==> src/rtl/uart_rx_control.sv <==
// 8N1 UART receiver with 3-byte word assembler; rx_valid/frame_err one cycle after the stop sample,
// word_valid coincident with the third rx_valid; no backpressure, outputs are single-cycle pulses.
module uart_rx_control #(
    parameter int CLK_FREQ     = 50000000,
    parameter int BAUD         = 115200,
    parameter int TIMEOUT_BITS = 20
) (
    input  logic        globalclock,
    input  logic        rst,
    input  logic        uart_rx,
    output logic [7:0]  rx_data,
    output logic        rx_valid,
    output logic        frame_err,
    output logic [23:0] word_data,
    output logic        word_valid,
    output logic        busy
);

    localparam int CPB    = CLK_FREQ / BAUD;
    localparam int HALF   = CPB / 2;
    localparam int TW     = (CPB > 1) ? $clog2(CPB) : 1;
    localparam int TO_CYC = TIMEOUT_BITS * CPB;
    localparam int IW     = $clog2(TO_CYC + 1);
    localparam logic [TW-1:0] CPB_LAST  = TW'(CPB - 1);
    localparam logic [TW-1:0] HALF_LAST = TW'(HALF - 1);
    localparam logic [IW-1:0] TO_LAST   = IW'(TO_CYC - 1);

    typedef enum logic [2:0] {IDLE, START, DATA, STOP, WAIT_HIGH} state_t;

    state_t          state, state_nxt;
    logic            rx_meta, rx_s, rx_prev;
    logic [TW-1:0]   timer, timer_nxt;
    logic [2:0]      bit_idx, bit_idx_nxt;
    logic [7:0]      shreg, shreg_nxt;
    logic            byte_done, stop_bad;
    logic [1:0]      byte_cnt;
    logic [15:0]     word_hold;
    logic [IW-1:0]   idle_cnt;

    // rx_prev gives the previous synchronized value for falling-edge detection
    always_ff @(posedge globalclock or posedge rst) begin
        if (rst) begin
            rx_meta <= 1'b1;
            rx_s    <= 1'b1;
            rx_prev <= 1'b1;
        end else begin
            rx_meta <= uart_rx;
            rx_s    <= rx_meta;
            rx_prev <= rx_s;
        end
    end

    always_comb begin
        state_nxt   = state;
        timer_nxt   = timer + 1'b1;
        bit_idx_nxt = bit_idx;
        shreg_nxt   = shreg;
        byte_done   = 1'b0;
        stop_bad    = 1'b0;
        case (state)
            IDLE: begin
                timer_nxt = '0;
                if (rx_prev && !rx_s) state_nxt = START;
            end
            START: begin
                if (timer == HALF_LAST) begin
                    timer_nxt   = '0;
                    bit_idx_nxt = '0;
                    state_nxt   = rx_s ? IDLE : DATA;
                end
            end
            DATA: begin
                if (timer == CPB_LAST) begin
                    timer_nxt   = '0;
                    shreg_nxt   = {rx_s, shreg[7:1]};
                    bit_idx_nxt = bit_idx + 3'd1;
                    if (bit_idx == 3'd7) state_nxt = STOP;
                end
            end
            STOP: begin
                if (timer == CPB_LAST) begin
                    timer_nxt = '0;
                    if (rx_s) begin
                        byte_done = 1'b1;
                        state_nxt = IDLE;
                    end else begin
                        stop_bad  = 1'b1;
                        state_nxt = WAIT_HIGH;
                    end
                end
            end
            WAIT_HIGH: begin
                timer_nxt = '0;
                if (rx_s) state_nxt = IDLE;
            end
            default: begin
                timer_nxt = '0;
                state_nxt = IDLE;
            end
        endcase
    end

    always_ff @(posedge globalclock or posedge rst) begin
        if (rst) begin
            state     <= IDLE;
            timer     <= '0;
            bit_idx   <= '0;
            shreg     <= '0;
            rx_data   <= '0;
            rx_valid  <= 1'b0;
            frame_err <= 1'b0;
        end else begin
            state     <= state_nxt;
            timer     <= timer_nxt;
            bit_idx   <= bit_idx_nxt;
            shreg     <= shreg_nxt;
            rx_valid  <= byte_done;
            frame_err <= stop_bad;
            if (byte_done) rx_data <= shreg;
        end
    end

    // A completed byte takes priority over the inter-byte timeout
    always_ff @(posedge globalclock or posedge rst) begin
        if (rst) begin
            byte_cnt   <= '0;
            word_hold  <= '0;
            word_data  <= '0;
            word_valid <= 1'b0;
            idle_cnt   <= '0;
        end else begin
            word_valid <= 1'b0;
            if (byte_done) begin
                idle_cnt <= '0;
                case (byte_cnt)
                    2'd0: begin
                        word_hold[15:8] <= shreg;
                        byte_cnt        <= 2'd1;
                    end
                    2'd1: begin
                        word_hold[7:0] <= shreg;
                        byte_cnt       <= 2'd2;
                    end
                    default: begin
                        word_data  <= {word_hold, shreg};
                        word_valid <= 1'b1;
                        byte_cnt   <= 2'd0;
                    end
                endcase
            end else if (stop_bad) begin
                byte_cnt <= '0;
                idle_cnt <= '0;
            end else if (byte_cnt != 2'd0) begin
                if (idle_cnt == TO_LAST) begin
                    byte_cnt <= '0;
                    idle_cnt <= '0;
                end else begin
                    idle_cnt <= idle_cnt + 1'b1;
                end
            end else begin
                idle_cnt <= '0;
            end
        end
    end

    assign busy = (state != IDLE);

endmodule

==> config.mk <==
export PLATFORM = sky130hd
export DESIGN_NAME = uart_rx_control
export DESIGN_NICKNAME = d
export VERILOG_FILES = /design/src/rtl/uart_rx_control.sv
export SDC_FILE = /design/constraint.sdc
export NUM_CORES = 1
export LEC_CHECK = 0
export BUFFER_PORTS_ARGS = -buffer_cell sky130_fd_sc_hd__buf_2
export CELL_PAD_IN_SITES_DETAIL_PLACEMENT = 1
export CELL_PAD_IN_SITES_GLOBAL_PLACEMENT = 2
export CORE_ASPECT_RATIO = 1.4
export CORE_MARGIN = 4
export CORE_UTILIZATION = 44
export CTS_CLUSTER_DIAMETER = 40
export DETAILED_ROUTE_END_ITERATION = 16
export PLACE_DENSITY_LB_ADDON = 0.15
export SYNTH_ARGS = -nofsm -noshare
export SYNTH_HDL_FRONTEND = slang
export SYNTH_SLANG_ARGS = --single-unit
==> constraint.sdc <==
create_clock -name globalclock -period 9 [get_ports globalclock]
set_clock_uncertainty 0.2 [all_clocks]
set_input_delay 1.35 -clock globalclock [delete_from_list [all_inputs] [get_ports globalclock]]
set_output_delay 1.35 -clock globalclock [all_outputs]
set_load 0.005 [all_outputs]
# Word-level counts from Yosys, hierarchy flattened
# Index checks and enable logic that the tools add are counted.
dict set report word_totals {
  ff_bits 93
  inputBits 3
  output_inout_bits 36
  elab_cells 85
}
dict set report op_classes {
  add_sub_neg 3
  n_eq_ne 15
  mux 32
  n_bitwise 1
  n_reduce_logical 18
}
# op n
set op_table {}
lappend op_table {{$mux W14} 4}
lappend op_table {{$mux W3} 9}
lappend op_table {{$mux W9} 2}
lappend op_table {{$pmux W9 S2} 1}
lappend op_table {{$pmux W3 S5} 1}
lappend op_table {{$add A14 B1 Y14 const B} 1}
lappend op_table {{$eq A14 B14 Y1 const B} 1}
lappend op_table {{$ne A2 B2 Y1 const B} 6}
lappend op_table {{$mux W2} 5}
lappend op_table {{$reduce_and A2 Y1} 5}
lappend op_table {{$add A9 B1 Y9 const B} 1}
lappend op_table {{$eq A9 B8 Y1 const B} 1}
lappend op_table {{$eq A9 B9 Y1 const B} 1}
lappend op_table {{$reduce_bool A3 Y1} 3}
lappend op_table {{$mux W1} 8}
lappend op_table {{$eq A3 B2 Y1 const B} 2}
lappend op_table {{$eq A3 B3 Y1 const B} 2}
lappend op_table {{$pmux W3 S2} 1}
lappend op_table {{$reduce_and A6 Y1} 1}
lappend op_table {{$pmux W2 S2} 1}
lappend op_table {{$reduce_bool A2 Y1} 2}
lappend op_table {{$reduce_or A2 Y1} 2}
lappend op_table {{$add A3 B1 Y3 const B} 1}
lappend op_table {{$eq A3 B1 Y1 const B} 1}
lappend op_table {{7 further kinds} 7}

# Longest topological paths before layout
# Gate-level depths: netlist of the first run.
dict set report depth {
  word_depth 5
  depth_mapped 7
  depth_no_buf 6
}

# Least setup slack after synthesis of the first run
# No wires, ideal clock.
dict set report synth_timing {
  kind {register to output}
  start {register state[1]}
  end {output busy}
  arrival_ps 802
  required_ps 7450
  setup_slack_ps 6648
  path_stages_with_launch 4
  path_buffers 1
  cell_sequence {dfrtp_1 > clkbuf_1 > nor2_1 > nand2_1}
}
dict set report synth_via {
  elab_chain_cells 1
}
# element line_no
set synth_lines {}
lappend synth_lines {{from (decl)} 30} ;# state_t state, state_nxt;
lappend synth_lines {{from (signal assigned)} 113} ;# state <= state_nxt;
lappend synth_lines {{$reduce_bool A3 Y1} 166} ;# assign busy = (state != IDLE);
lappend synth_lines {{to (decl)} 16} ;# output logic busy
# No other way between the ends.

# Worst setup path after layout of the first run
dict set report layout_timing {
  start {register timer[1]}
  end {register word_data[18]}
}
dict set report layout_via {
  elab_chain_cells 4
}
# element line_no
set layout_lines {}
lappend layout_lines {{from (decl)} 32} ;# logic [TW-1:0] timer, timer_nxt;
lappend layout_lines {{from (signal assigned)} 114} ;# timer <= timer_nxt;
lappend layout_lines {{$eq A9 B9 Y1} 81} ;# if (timer == CPB_LAST) begin
lappend layout_lines {{$mux W1} 81}
lappend layout_lines {{$mux W1} 60} ;# case (state)
lappend layout_lines {{$reduce_and A2 Y1 (no line)} --}
lappend layout_lines {{to (signal assigned)} 145} ;# word_data <= {word_hold, shreg};
lappend layout_lines {{to (decl)} 14} ;# output logic [23:0] word_data,
# No other way between the ends.
# A chain may end at the register's enable or synchronous reset.

==> results of run 1 <==
## per-layer routing
metal | track usage, % | up-vias | part of all wire [%]
met3 | 3.322 | 7 | 2.4
met1 | 19.35 | 1242 | 40
met2 | 30.28 | 27 | 56
li1 | - | 1114 | -
met5 | 0 | - | 0
met4 | 5.470 | 0 | 1.3
## cell usage in the layout (no fill, tap or decap), types with 2 or more instances in the layout
cell type	Yosys	routed
a21bo_2	2	2
a21oi_1	3	3
a31oi_1	3	3
and4_1	3	3
buf_2	6	38
buf_4	0	2
bufinv_16	0	2
clkbuf_1	1	2
clkbuf_16	0	9
clkinv_2	0	2
dfrtp_1	90	90
dfstp_2	3	3
ha_1	6	6
inv_1	10	9
mux2_1	2	2
mux2_2	55	55
nand2_1	14	14
nand3_1	9	9
nand4_1	6	6
nand4b_1	2	2
nor2_1	29	29
nor2b_1	2	2
nor3_1	5	5
nor3_2	2	2
nor4_1	2	2
xnor2_1	10	10
xor2_1	7	7
## per-stage QoR
step           setup slack [ns]  power (mW)  area [µm²]  utilization [%]
3_5_place_dp              5.856      0.4486        4193            48.71
6_report                  5.905      0.8409        4512            52.41
3_3_place_gp              5.922      0.4481        4193            48.71
2_1_floorplan             5.035      0.4430        3900                -
4_1_cts                   5.810      0.8527        4512            52.41
5_1_grt                   5.619      0.8705        4512            52.41
## flip-flops by register name (all words and copies together) (netlist names), 2 cells and up
| register | count |
|---|---|
| shreg | 8 |
| byte_cnt | 2 |
| idle_cnt | 14 |
| state | 3 |
| word_data | 24 |
| rx_data | 8 |
| bit_idx | 3 |
| word_hold | 16 |
| timer | 9 |
## power breakdown
group	total, mW	internal (mW)	switching (mW)
logic	0.0166	0.00394	0.0126
clock network	0.401	0.251	0.150
registers	0.423	0.420	0.00279
## logic make-up (layout without fill, tap and decap cells)
family | after synthesis | after routing | synth area share, %
muxes | 57 | 57 | 16.46
xor gates and xnor gates | 17 | 17 | 3.818
adders and majority gates | 6 | 6 | 1.925
and+or+nand+nor | 88 | 88 | 13.31
DFF | 93 | 93 | 59.77
buffers and inverters | 18 | 66 | 2.117
AOI/OAI and AO/OA | 14 | 14 | 2.599
## cell type report
class                           count  share of cell area (%)
Tap cell                          105                   2.912
Inverter                           10                  0.8597
Timing Repair Buffer               40                   4.548
Clock buffer                       12                   5.463
Clock inverter                      4                   1.608
Multi-Input combinational cell    182                   32.95
Sequential cell                    93                   51.66
## worst max-delay path by stage
stage	startpoint	end	slack, ns	depth (start not counted)
3_3_place_gp	timer[1]$_DFF_PP0_	word_data[9]$_DFFE_PP0P_	5.92	6
6_report	timer[1]$_DFF_PP0_	word_data[18]$_DFFE_PP0P_	5.91	6
5_1_grt	timer[1]$_DFF_PP0_	word_data[20]$_DFFE_PP0P_	5.62	6
4_1_cts	timer[1]$_DFF_PP0_	word_data[18]$_DFFE_PP0P_	5.81	6
3_5_place_dp	timer[1]$_DFF_PP0_	word_data[18]$_DFFE_PP0P_	5.86	6
2_1_floorplan	rst	bit_idx[0]$_DFFE_PP0P_	5.03	1
==> metrics.csv, run 1 <==
stage;metric;value;unit
status;outcome;complete, no violations;
power;peakVddDrop;105.8;µV
synthesis;synthTopCellsByArea;dfrtp_1, mux2_2, nor2_1;
floorplanning;core.rowCount;40;
sta;worst_pin_slew;1.051;ns
cells_and_area;fillers;893;
sta;setup_tns;0;ns
synthesis;yosysUniqueCellTypes;44;
critical_path;crit_required;9.01;ns
clock_tree;htree_num_levels;3;
critical_path;startpoint_type;flip-flop;
critical_path;path_max_fanout;24;
sta;maxSlewViolCount;0;
critical_path;endpoint_kind;flip-flop;
synthesis;ys.flop_type;dfrtp_1;
detailed_routing;drtIter0Drc;58;
synthesis;synth-edff-count;0;
cells_and_area;drive_above_1_share;36.66;%
floorplanning;die_y;119.4;µm
cells_and_area;syn2layout_area_growth;15.69;%
cells_and_area;multiInputGateArea;1486;µm²
min_path;hold-path-cell-count;0;
grt;grt_pass1_vias;2626;
floorplanning;fp.dieW;87.57;µm
sta;relSlewSlack;29.52;%
grt;grt_first_pass_wirelength;13430;µm
detailed_routing;num_vias;2390;
placement;gp_congestion;0.7469;
critical_path;max_stage_delay;0.85;ns
floorplanning;core_area;8608;µm²
detailed_routing;firstDrtPassIters;4;
clock_tree;clockBufferDepth;2;
detailed_routing;drt-vias-per-instance;5.359;
synthesis;ys_seq_area_share;59.77;%
critical_path;path_buf_inv;1;
clock_tree;postCtsHoldBufs;0;
synthesis;synth_top_cell_area_share;57.75;%
synthesis;ys_warn_count;0;
cells_and_area;instances_no_fill;446;
critical_path;reg2reg_from;timer[1]$_DFF_PP0_;
placement;dp_cells;430;
run;max_cap_violations;0;
critical_path;path_delay_family;simple AND/OR/NAND/NOR gates;
synthesis;synth.most_common_cell;dfrtp_1;
detailed_routing;routed_wirelength;8014;µm
critical_path;path_cells;inv_1 > ha_1 > nand4bb_4 > nor3_2 > nand2_2 > mux2_2;
clock_tree;cts_sinks;93;
clock_tree;cts_root_buf;clkbuf_16;
cells_and_area;layout.area.seq;2331;µm²
clock_tree;clk_pin_slew_worst_paths;0.06;ns
sta;whs;0.1631;ns
sta;fmax;0.3231;GHz
sta;rsz0062_at_grt;false;
floorplanning;die-area;10460;µm²
sta;hold_viol_final;0;
critical_path;reg2reg_depth;6;
clock_tree;post-cts-setup-buffers;0;
critical_path;critical_path_arrival;3.11;ns
critical_path;timing.rr.end;word_data[18]$_DFFE_PP0P_;
detailed_routing;post-route-drc-count;0;
synthesis;synth.top_cells.by_count;dfrtp_1, mux2_2, nor2_1, nand2_1;
cells_and_area;antenna_cells;0;
synthesis;syn_avg_cell_area;13.31;µm²
floorplanning;initial_core_util;45.31;%
detailed_routing;avgRoutedWirePerCell;17.97;µm
sta;setup_viol;0;
power;p_per_area;186.4;nW/µm²
grt;grt_max_degree;69;
synthesis;netlist_instances;293;
min_path;min-delay-start;rx_meta$_DFF_PP1_;
clock_tree;insertion_delay;0.33;ns
clock_tree;cts_resized;0;
sta;period_minus_slack;3.095;ns
synthesis;syn_area;3900;µm²
critical_path;cp_slowest_cell;nor3_2;
clock_tree;tritoncts;yes;
synthesis;synthesis.nets;302;
clock_tree;cts_made_buffers;9;
min_path;worst_hold_path_type;reg -> reg;
placement;place_hpwl;5519;µm
synthesis;ys_async_sr_fraction;100.0;%
floorplanning;pin_count;39;
critical_path;rrSetupSlack;5.91;ns
sta;period_share;34.39;%
cells_and_area;num-nets-final;345;
placement;port_buffers;38;
synthesis;yosys.area.top_type;dfrtp_1;
grt;grt.total_usage;16.77;%
synthesis;ys_seq_elements;93;
detailed_routing;ant_nets;0;
power;power_leakage;2.299;nW
grt;gr-total-overflow;0;
grt;antenna_found_initial;0;
critical_path;crit_type;reg -> reg;
min_path;holdPathEnd;rx_s$_DFF_PP1_;
No activity file was read; power rests on OpenSTA's default activity.
==> inputs of run 2 (changes only) <==
--- a/config.mk
+++ b/config.mk
@@ -5,12 +5,13 @@
 export SDC_FILE = /design/constraint.sdc
 export NUM_CORES = 1
 export LEC_CHECK = 0
+export ABC_AREA = 1
 export BUFFER_PORTS_ARGS = -buffer_cell sky130_fd_sc_hd__buf_2
 export CELL_PAD_IN_SITES_DETAIL_PLACEMENT = 1
 export CELL_PAD_IN_SITES_GLOBAL_PLACEMENT = 2
 export CORE_ASPECT_RATIO = 1.4
 export CORE_MARGIN = 4
-export CORE_UTILIZATION = 44
+export CORE_UTILIZATION = 32
 export CTS_CLUSTER_DIAMETER = 40
 export DETAILED_ROUTE_END_ITERATION = 16
 export PLACE_DENSITY_LB_ADDON = 0.15
==> constraint.sdc (replaced) <==
create_clock -name globalclock -period 2.82 [get_ports globalclock]
set_clock_uncertainty 0.2 [all_clocks]
set_input_delay 0.423 -clock globalclock [delete_from_list [all_inputs] [get_ports globalclock]]
set_output_delay 0.423 -clock globalclock [all_outputs]
set_load 0.005 [all_outputs]
==> run 2 against run 1 <==
  * Sequential power grew to 3.4 times the previous value
  * Critical path type unchanged
  * Largest cell class unchanged
  * Register-to-register slack lost 5.3 ns
  * Core utilization shrank 14 points
  * Maximum frequency grew 39%
  * First-iteration DRC count grew 71%
  * Synthesized area grew 4.6%
  * Combinational power grew to 19 times the previous value
  * Routed wire length grew 17%
  * Cell count grew 50%
  * Sequential share of layout area shrank 2.9 points
  * Via count grew 31%
  * Critical endpoint is now word_data[4]$_DFFE_PP0P_
==> metrics.csv, run 2 <==
stage;metric;value;unit
status;outcome;complete, no violations;
cells_and_area;layout.area.seq;2331;µm²
floorplanning;pin_count;39;
clock_tree;cts_resized;0;
clock_tree;tritoncts;yes;
synthesis;syn_avg_cell_area;8.716;µm²
run;max_cap_violations;0;
critical_path;endpoint_kind;flip-flop;
sta;setup_viol;0;
detailed_routing;drt-vias-per-instance;4.678;
synthesis;synth.top_cells.by_count;nand2_1, dfrtp_1, inv_1, nor2_1, nand3_1;
floorplanning;die_y;141.6;µm
clock_tree;insertion_delay;0.34;ns
power;peakVddDrop;287.2;µV
cells_and_area;multiInputGateArea;1473;µm²
grt;grt_first_pass_wirelength;15780;µm
cells_and_area;top_regs;word_data: 24 flops, word_hold: 16 flops, idle_cnt: 14 flops;
power;p_per_area;646.9;nW/µm²
synthesis;synth.most_common_cell;nand2_1;
cells_and_area;syn2layout_area_growth;17.24;%
placement;gp_congestion;0.7783;
placement;dp_cells;651;
cells_and_area;drive_above_1_share;14.51;%
grt;grt.total_usage;13.74;%
critical_path;crit_type;reg -> reg;
critical_path;reg2reg_from;timer[1]$_DFF_PP0_;
synthesis;ys_async_sr_fraction;100.0;%
sta;period_minus_slack;2.229;ns
detailed_routing;num_vias;3120;
floorplanning;core.rowCount;48;
detailed_routing;firstDrtPassIters;4;
sta;worst_pin_slew;0.5301;ns
detailed_routing;avgRoutedWirePerCell;14.10;µm
critical_path;path_max_fanout;40;
power;finalPower;3.094;mW
placement;port_buffers;38;
detailed_routing;drtIter0Drc;99;
critical_path;critical_path_arrival;2.24;ns
synthesis;synth-edff-count;0;
floorplanning;core_area;12430;µm²
cells_and_area;fillers;1487;
floorplanning;initial_core_util;32.81;%
grt;gr-total-overflow;0;
sta;period_share;79.03;%
grt;grt_max_degree;94;
synthesis;yosys.area.top_type;dfrtp_1;
synthesis;ys_seq_area_share;57.15;%
cells_and_area;num-nets-final;522;
synthesis;netlist_instances;468;
power;power_leakage;2.426;nW
critical_path;crit_required;2.83;ns
synthesis;synth_top_cell_area_share;55.21;%
floorplanning;die-area;14640;µm²
clock_tree;clockBufferDepth;2;
sta;maxSlewViolCount;0;
cells_and_area;antenna_cells;0;
sta;rsz0062_at_grt;false;
cells_and_area;layout.cells.most_common;nand2_1;
clock_tree;clk_pin_slew_worst_paths;0.06;ns
clock_tree;cts_sinks;93;
cells_and_area;top_register;word_data;
synthesis;syn_area;4079;µm²
clock_tree;htree_num_levels;3;
sta;relSlewSlack;64.66;%
synthesis;yosysUniqueCellTypes;29;
grt;grt_pass1_vias;3190;
critical_path;rrSetupSlack;0.59;ns
clock_tree;cts_made_buffers;9;
synthesis;ys.flop_type;dfrtp_1;
sta;fmax;0.4487;GHz
synthesis;synthTopCellsByArea;dfrtp_1, nand2_1, inv_1;
detailed_routing;routed_wirelength;9408;µm
synthesis;ys_seq_elements;93;
cells_and_area;final_cell_mix;nand2_1, dfrtp_1, inv_1, nor2_1, buf_2;
detailed_routing;ant_nets;0;
critical_path;startpoint_type;flip-flop;
placement;place_hpwl;6619;µm
cells_and_area;largest_reg_flops;24;
sta;setup_tns;0;ns
min_path;worst_hold_path_type;in -> async;
grt;antenna_found_initial;0;
clock_tree;cts_root_buf;clkbuf_16;
cells_and_area;instances_no_fill;667;
sta;hold_viol_final;0;
synthesis;ys_warn_count;0;
synthesis;synthesis.nets;477;
critical_path;crit_start;timer[1]$_DFF_PP0_;
floorplanning;fp.dieW;103.4;µm
detailed_routing;post-route-drc-count;0;
-- run 2: through the flow --
stage | hold slack, ns | instance area [µm²] | util, % | setup slack (ns)
6_report | 0.0002729 | 4782 | 38.47 | 0.5915
5_1_grt | 0.07140 | 4782 | 38.47 | 0.3414
4_1_cts | 0.04791 | 4782 | 38.47 | 0.5206
3_5_place_dp | 0.1473 | 4443 | 35.74 | 0.5464
3_3_place_gp | 0.1454 | 4443 | 35.74 | 0.6451
2_1_floorplan | 0.1452 | 4083 | - | 1.007
-- run 2: worst max-delay path, stage by stage (launching register included) --
cell and delay [ns]:
dfrtp_1 0.40, inv_1 0.08, ha_1 0.14, nand2_1 0.06
nor2_2 0.21, nand3_4 0.19, nor2_8 0.29, nand2_2 0.07
buf_4 0.26, nand2_1 0.11, o21ai_1 0.07
-- run 2: worst paths after layout --
kind / cells after the start / endpoint
max: 10 / word_data[4]$_DFFE_PP0P_
min: 3 / rx_data[3]$_DFFE_PP0N_
max reg2reg: 10 / word_data[4]$_DFFE_PP0P_
min reg2reg: 0 / rx_s$_DFF_PP1_
max in group asynchronous: 3 / word_hold[5]$_DFFE_PP0P_
min in group globalclock: 0 / rx_s$_DFF_PP1_
-- run 2: area by class of cell --
cell class              count  share of cell area (%)
flip-flops and latches     93                   48.74
multi-input cells         309                   30.80
repair buffers             42                   4.919
clock buffers              10                   4.788
inverters                  58                   4.736
well taps                 150                   3.925
clock inverters             5                   2.093
-- run 2: power breakdown --
group / switching (mW) / total [mW] / internal, mW / leakage (nW)
registers: 0.0413 / 1.42 / 1.38 / 1.28
clock network: 0.499 / 1.36 / 0.859 / 0.162
logic: 0.222 / 0.317 / 0.0951 / 0.981
-- run 2: what timing repair did --
item / CTS / global route
buffers inserted: 0 / 0
endpoints found under the hold margin: 1 / 0
hold buffers: 1 / 0
endpoints found under the setup margin: 0 / 0
-- run 2: cells by family (layout without fill, tap and decap cells) --
family,count (synthesis),count (layout),share of synthesized area [%]
flops,93,93,57.15
fa+ha+maj,6,6,1.840
buf+inv,66,115,6.748
compound gates,45,45,5.583
simple gates,249,249,26.75
xor+xnor,9,9,1.933
-- run 2: routing by layer --
| metal | global-route usage, % | wire (µm) | vias to the layer above |
|---|---|---|---|
| li1 | - | - | 1563 |
| met1 | 17.32 | 4286 | 1511 |
| met2 | 23.15 | 4752 | 36 |
| met3 | 2.853 | 248 | 10 |
| met4 | 4.502 | 121 | 0 |
| met5 | 0 | 0 | - |
==> inputs of run 3 (changes only) <==
--- a/config.mk
+++ b/config.mk
@@ -5,13 +5,13 @@
 export SDC_FILE = /design/constraint.sdc
 export NUM_CORES = 1
 export LEC_CHECK = 0
-export ABC_AREA = 1
+export ABC_AREA = 0
 export BUFFER_PORTS_ARGS = -buffer_cell sky130_fd_sc_hd__buf_2
 export CELL_PAD_IN_SITES_DETAIL_PLACEMENT = 1
 export CELL_PAD_IN_SITES_GLOBAL_PLACEMENT = 2
 export CORE_ASPECT_RATIO = 1.4
 export CORE_MARGIN = 4
-export CORE_UTILIZATION = 32
+export CORE_UTILIZATION = 41
 export CTS_CLUSTER_DIAMETER = 40
 export DETAILED_ROUTE_END_ITERATION = 16
 export PLACE_DENSITY_LB_ADDON = 0.15
==> constraint.sdc (replaced) <==
create_clock -name globalclock -period 2.2 [get_ports globalclock]
set_clock_uncertainty 0.2 [all_clocks]
set_input_delay 0.33 -clock globalclock [delete_from_list [all_inputs] [get_ports globalclock]]
set_output_delay 0.33 -clock globalclock [all_outputs]
set_load 0.005 [all_outputs]
==> run 3 against run 2 <==
  * Sequential power grew 22%
  * Setup slack lost 0.47 ns
  * Maximum frequency grew 7.1%
  * Die area shrank 24%
  * Core utilization grew 13 points
  * First-iteration DRC count shrank 31%
  * Clock-buffer cell count grew 1
  * Critical path type unchanged
  * Critical endpoint is now bit_idx[0]$_DFFE_PP0P_
  * Largest cell class unchanged
  * Largest power group unchanged
==> metrics.csv, run 3 (synthesized netlist as in run 1, its figures left out) <==
stage;metric;value;unit
cells_and_area;layout.cells.most_common;dfrtp_1;
floorplanning;initial_core_util;42.71;%
sta;hold_viol_final;0;
critical_path;critical_path_arrival;2.11;ns
floorplanning;pin_count;39;
clock_tree;htree_num_levels;3;
clock_tree;tritoncts;yes;
floorplanning;core_area;9131;µm²
grt;gr-total-overflow;0;
power;power_leakage;2.403;nW
critical_path;rrSetupSlack;0.12;ns
cells_and_area;final_cell_mix;dfrtp_1, mux2_2, buf_2, nor2_1, nand2_1;
cells_and_area;drive_above_1_share;38.76;%
clock_tree;insertion_delay;0.34;ns
floorplanning;fp.dieW;90.43;µm
critical_path;endpoint_kind;flip-flop;
sta;period_share;94.54;%
critical_path;max_stage_delay;0.50;ns
power;p_per_area;740.7;nW/µm²
run;max_cap_violations;0;
critical_path;path_cells;inv_1 > ha_1 > or4b_1 > nor3_4 > a31oi_1 > mux2_2;
clock_tree;cts_sinks;93;
power;peakVddDrop;383.3;µV
critical_path;path_buf_inv;1;
clock_tree;clk_pin_slew_worst_paths;0.06;ns
floorplanning;die-area;11160;µm²
critical_path;path_max_fanout;5;
grt;grt_first_pass_wirelength;13700;µm
critical_path;crit_required;2.23;ns
sta;setup_viol;0;
detailed_routing;avgRoutedWirePerCell;16.79;µm
grt;grt_pass1_vias;2698;
detailed_routing;ant_nets;0;
status;outcome;complete, no violations;
detailed_routing;post-route-drc-count;0;
cells_and_area;num-nets-final;360;
sta;maxSlewViolCount;0;
sta;worst_slack;0.1201;ns
critical_path;path_delay_family;simple AND/OR/NAND/NOR gates;
placement;gp_congestion;0.7856;
detailed_routing;drtIter0Drc;68;
min_path;worst_hold_path_type;reg -> reg;
clock_tree;clockBufferDepth;2;
cells_and_area;largest_reg_flops;24;
clock_tree;cts_root_buf;clkbuf_16;
sta;rsz0062_at_grt;false;
sta;fmax;0.4808;GHz
placement;place_hpwl;5424;µm
sta;setup_tns;0;ns
placement;place_ws;0.04737;ns
detailed_routing;drt-vias-per-instance;5.371;
critical_path;crit_type;reg -> reg;
floorplanning;die_y;123.4;µm
floorplanning;core.rowCount;41;
sta;period_minus_slack;2.080;ns
detailed_routing;routed_wirelength;7773;µm
placement;port_buffers;38;
cells_and_area;top_register;word_data;
grt;grt_max_degree;94;
cells_and_area;top_regs;word_data: 24 flops, word_hold: 16 flops, idle_cnt: 14 flops;
critical_path;startpoint_type;flip-flop;
detailed_routing;num_vias;2487;
cells_and_area;antenna_cells;0;
sta;worst_pin_slew;0.4871;ns
grt;grt.total_usage;15.68;%
sta;relSlewSlack;67.53;%
clock_tree;post-cts-setup-buffers;0;
cells_and_area;syn2layout_area_growth;19.79;%
detailed_routing;firstDrtPassIters;4;
critical_path;cp_slowest_cell;or4b_1;
clock_tree;cts_made_buffers;9;
grt;antenna_found_initial;0;
## run 3: cell count changes in the layout (fill, tap and decap cells not counted), sizes merged, moves of 10 or more
| cell | before | now |
|---|---|---|
| buf | 41 | 53 |
| nor2 | 47 | 29 |
| inv | 55 | 11 |
| mux2 | 0 | 57 |
| nand3 | 28 | 9 |
| nand4 | 16 | 6 |
| nand2 | 148 | 16 |
| o21ai | 39 | 0 |
## run 3: layout make-up
cell class	count	area [µm²]
multi-input cells	182	1499
inverters	10	41.29
well taps	107	133.9
repair buffers	55	351.6
clock inverters	5	82.58
flip-flops and latches	93	2331
fillers	922	4459
clock buffers	11	232.7
## run 3: power by group
| part | total [mW] | leakage [nW] | switching, mW | internal (mW) |
|---|---|---|---|---|
| Clock | 1.64 | 0.155 | 0.638 | 1.00 |
| Combinational | 0.0945 | 0.961 | 0.0634 | 0.0312 |
| Sequential | 1.73 | 1.29 | 0.00609 | 1.72 |
## run 3: metrics by stage
stage | total power [mW] | instances | util [%] | cell area, µm² | hold WS (ns)
after floorplan | 1.813 | 293 | - | 3904 | 0.1345
after global placement | 1.851 | 445 | 47.31 | 4320 | 0.1499
after detailed placement | 1.852 | 445 | 47.31 | 4320 | 0.1488
after CTS | 3.518 | 463 | 50.99 | 4656 | 0.1581
after global routing | 3.604 | 463 | 51.16 | 4672 | 0.1641
final | 3.461 | 463 | 51.16 | 4672 | 0.1573
## run 3: worst register-to-register path: cells and delay by family, from the launching register on
kind,cells,cell delay (ns)
compound gates,1,0.16
simple gates,2,0.68
buf+inv,1,0.08
fa+ha+maj,1,0.14
flops,1,0.43
mux,1,0.28
## run 3: what timing repair did
action                                 in CTS  in global routing
gates resized for setup                     0                  3
hold buffers                                2                  0
setup endpoints to repair                   0                 21
endpoints found under the hold margin      91                  0
## run 3: routing by layer
layer / up-vias / part of all wire, % / global-route usage (%)
li1: 1148 / - / -
met1: 1298 / 43 / 19.15
met2: 29 / 52 / 26.41
met3: 12 / 3.2 / 3.713
met4: 0 / 2.2 / 7.375
met5: - / 0 / 0
## run 3: path summary, 6_finish.rpt
| check | from | cells past startpoint | endpoint |
|---|---|---|---|
| max in group asynchronous | rst | 4 | word_data[11]$_DFFE_PP0P_ |
| min | rx_meta$_DFF_PP1_ | 0 | rx_s$_DFF_PP1_ |
| min reg2reg | rx_meta$_DFF_PP1_ | 0 | rx_s$_DFF_PP1_ |
| min in group asynchronous | rst | 4 | rx_valid$_DFF_PP0_ |
| max reg2reg | timer[0]$_DFF_PP0_ | 6 | bit_idx[0]$_DFFE_PP0P_ |
| max | timer[0]$_DFF_PP0_ | 6 | bit_idx[0]$_DFFE_PP0P_ |
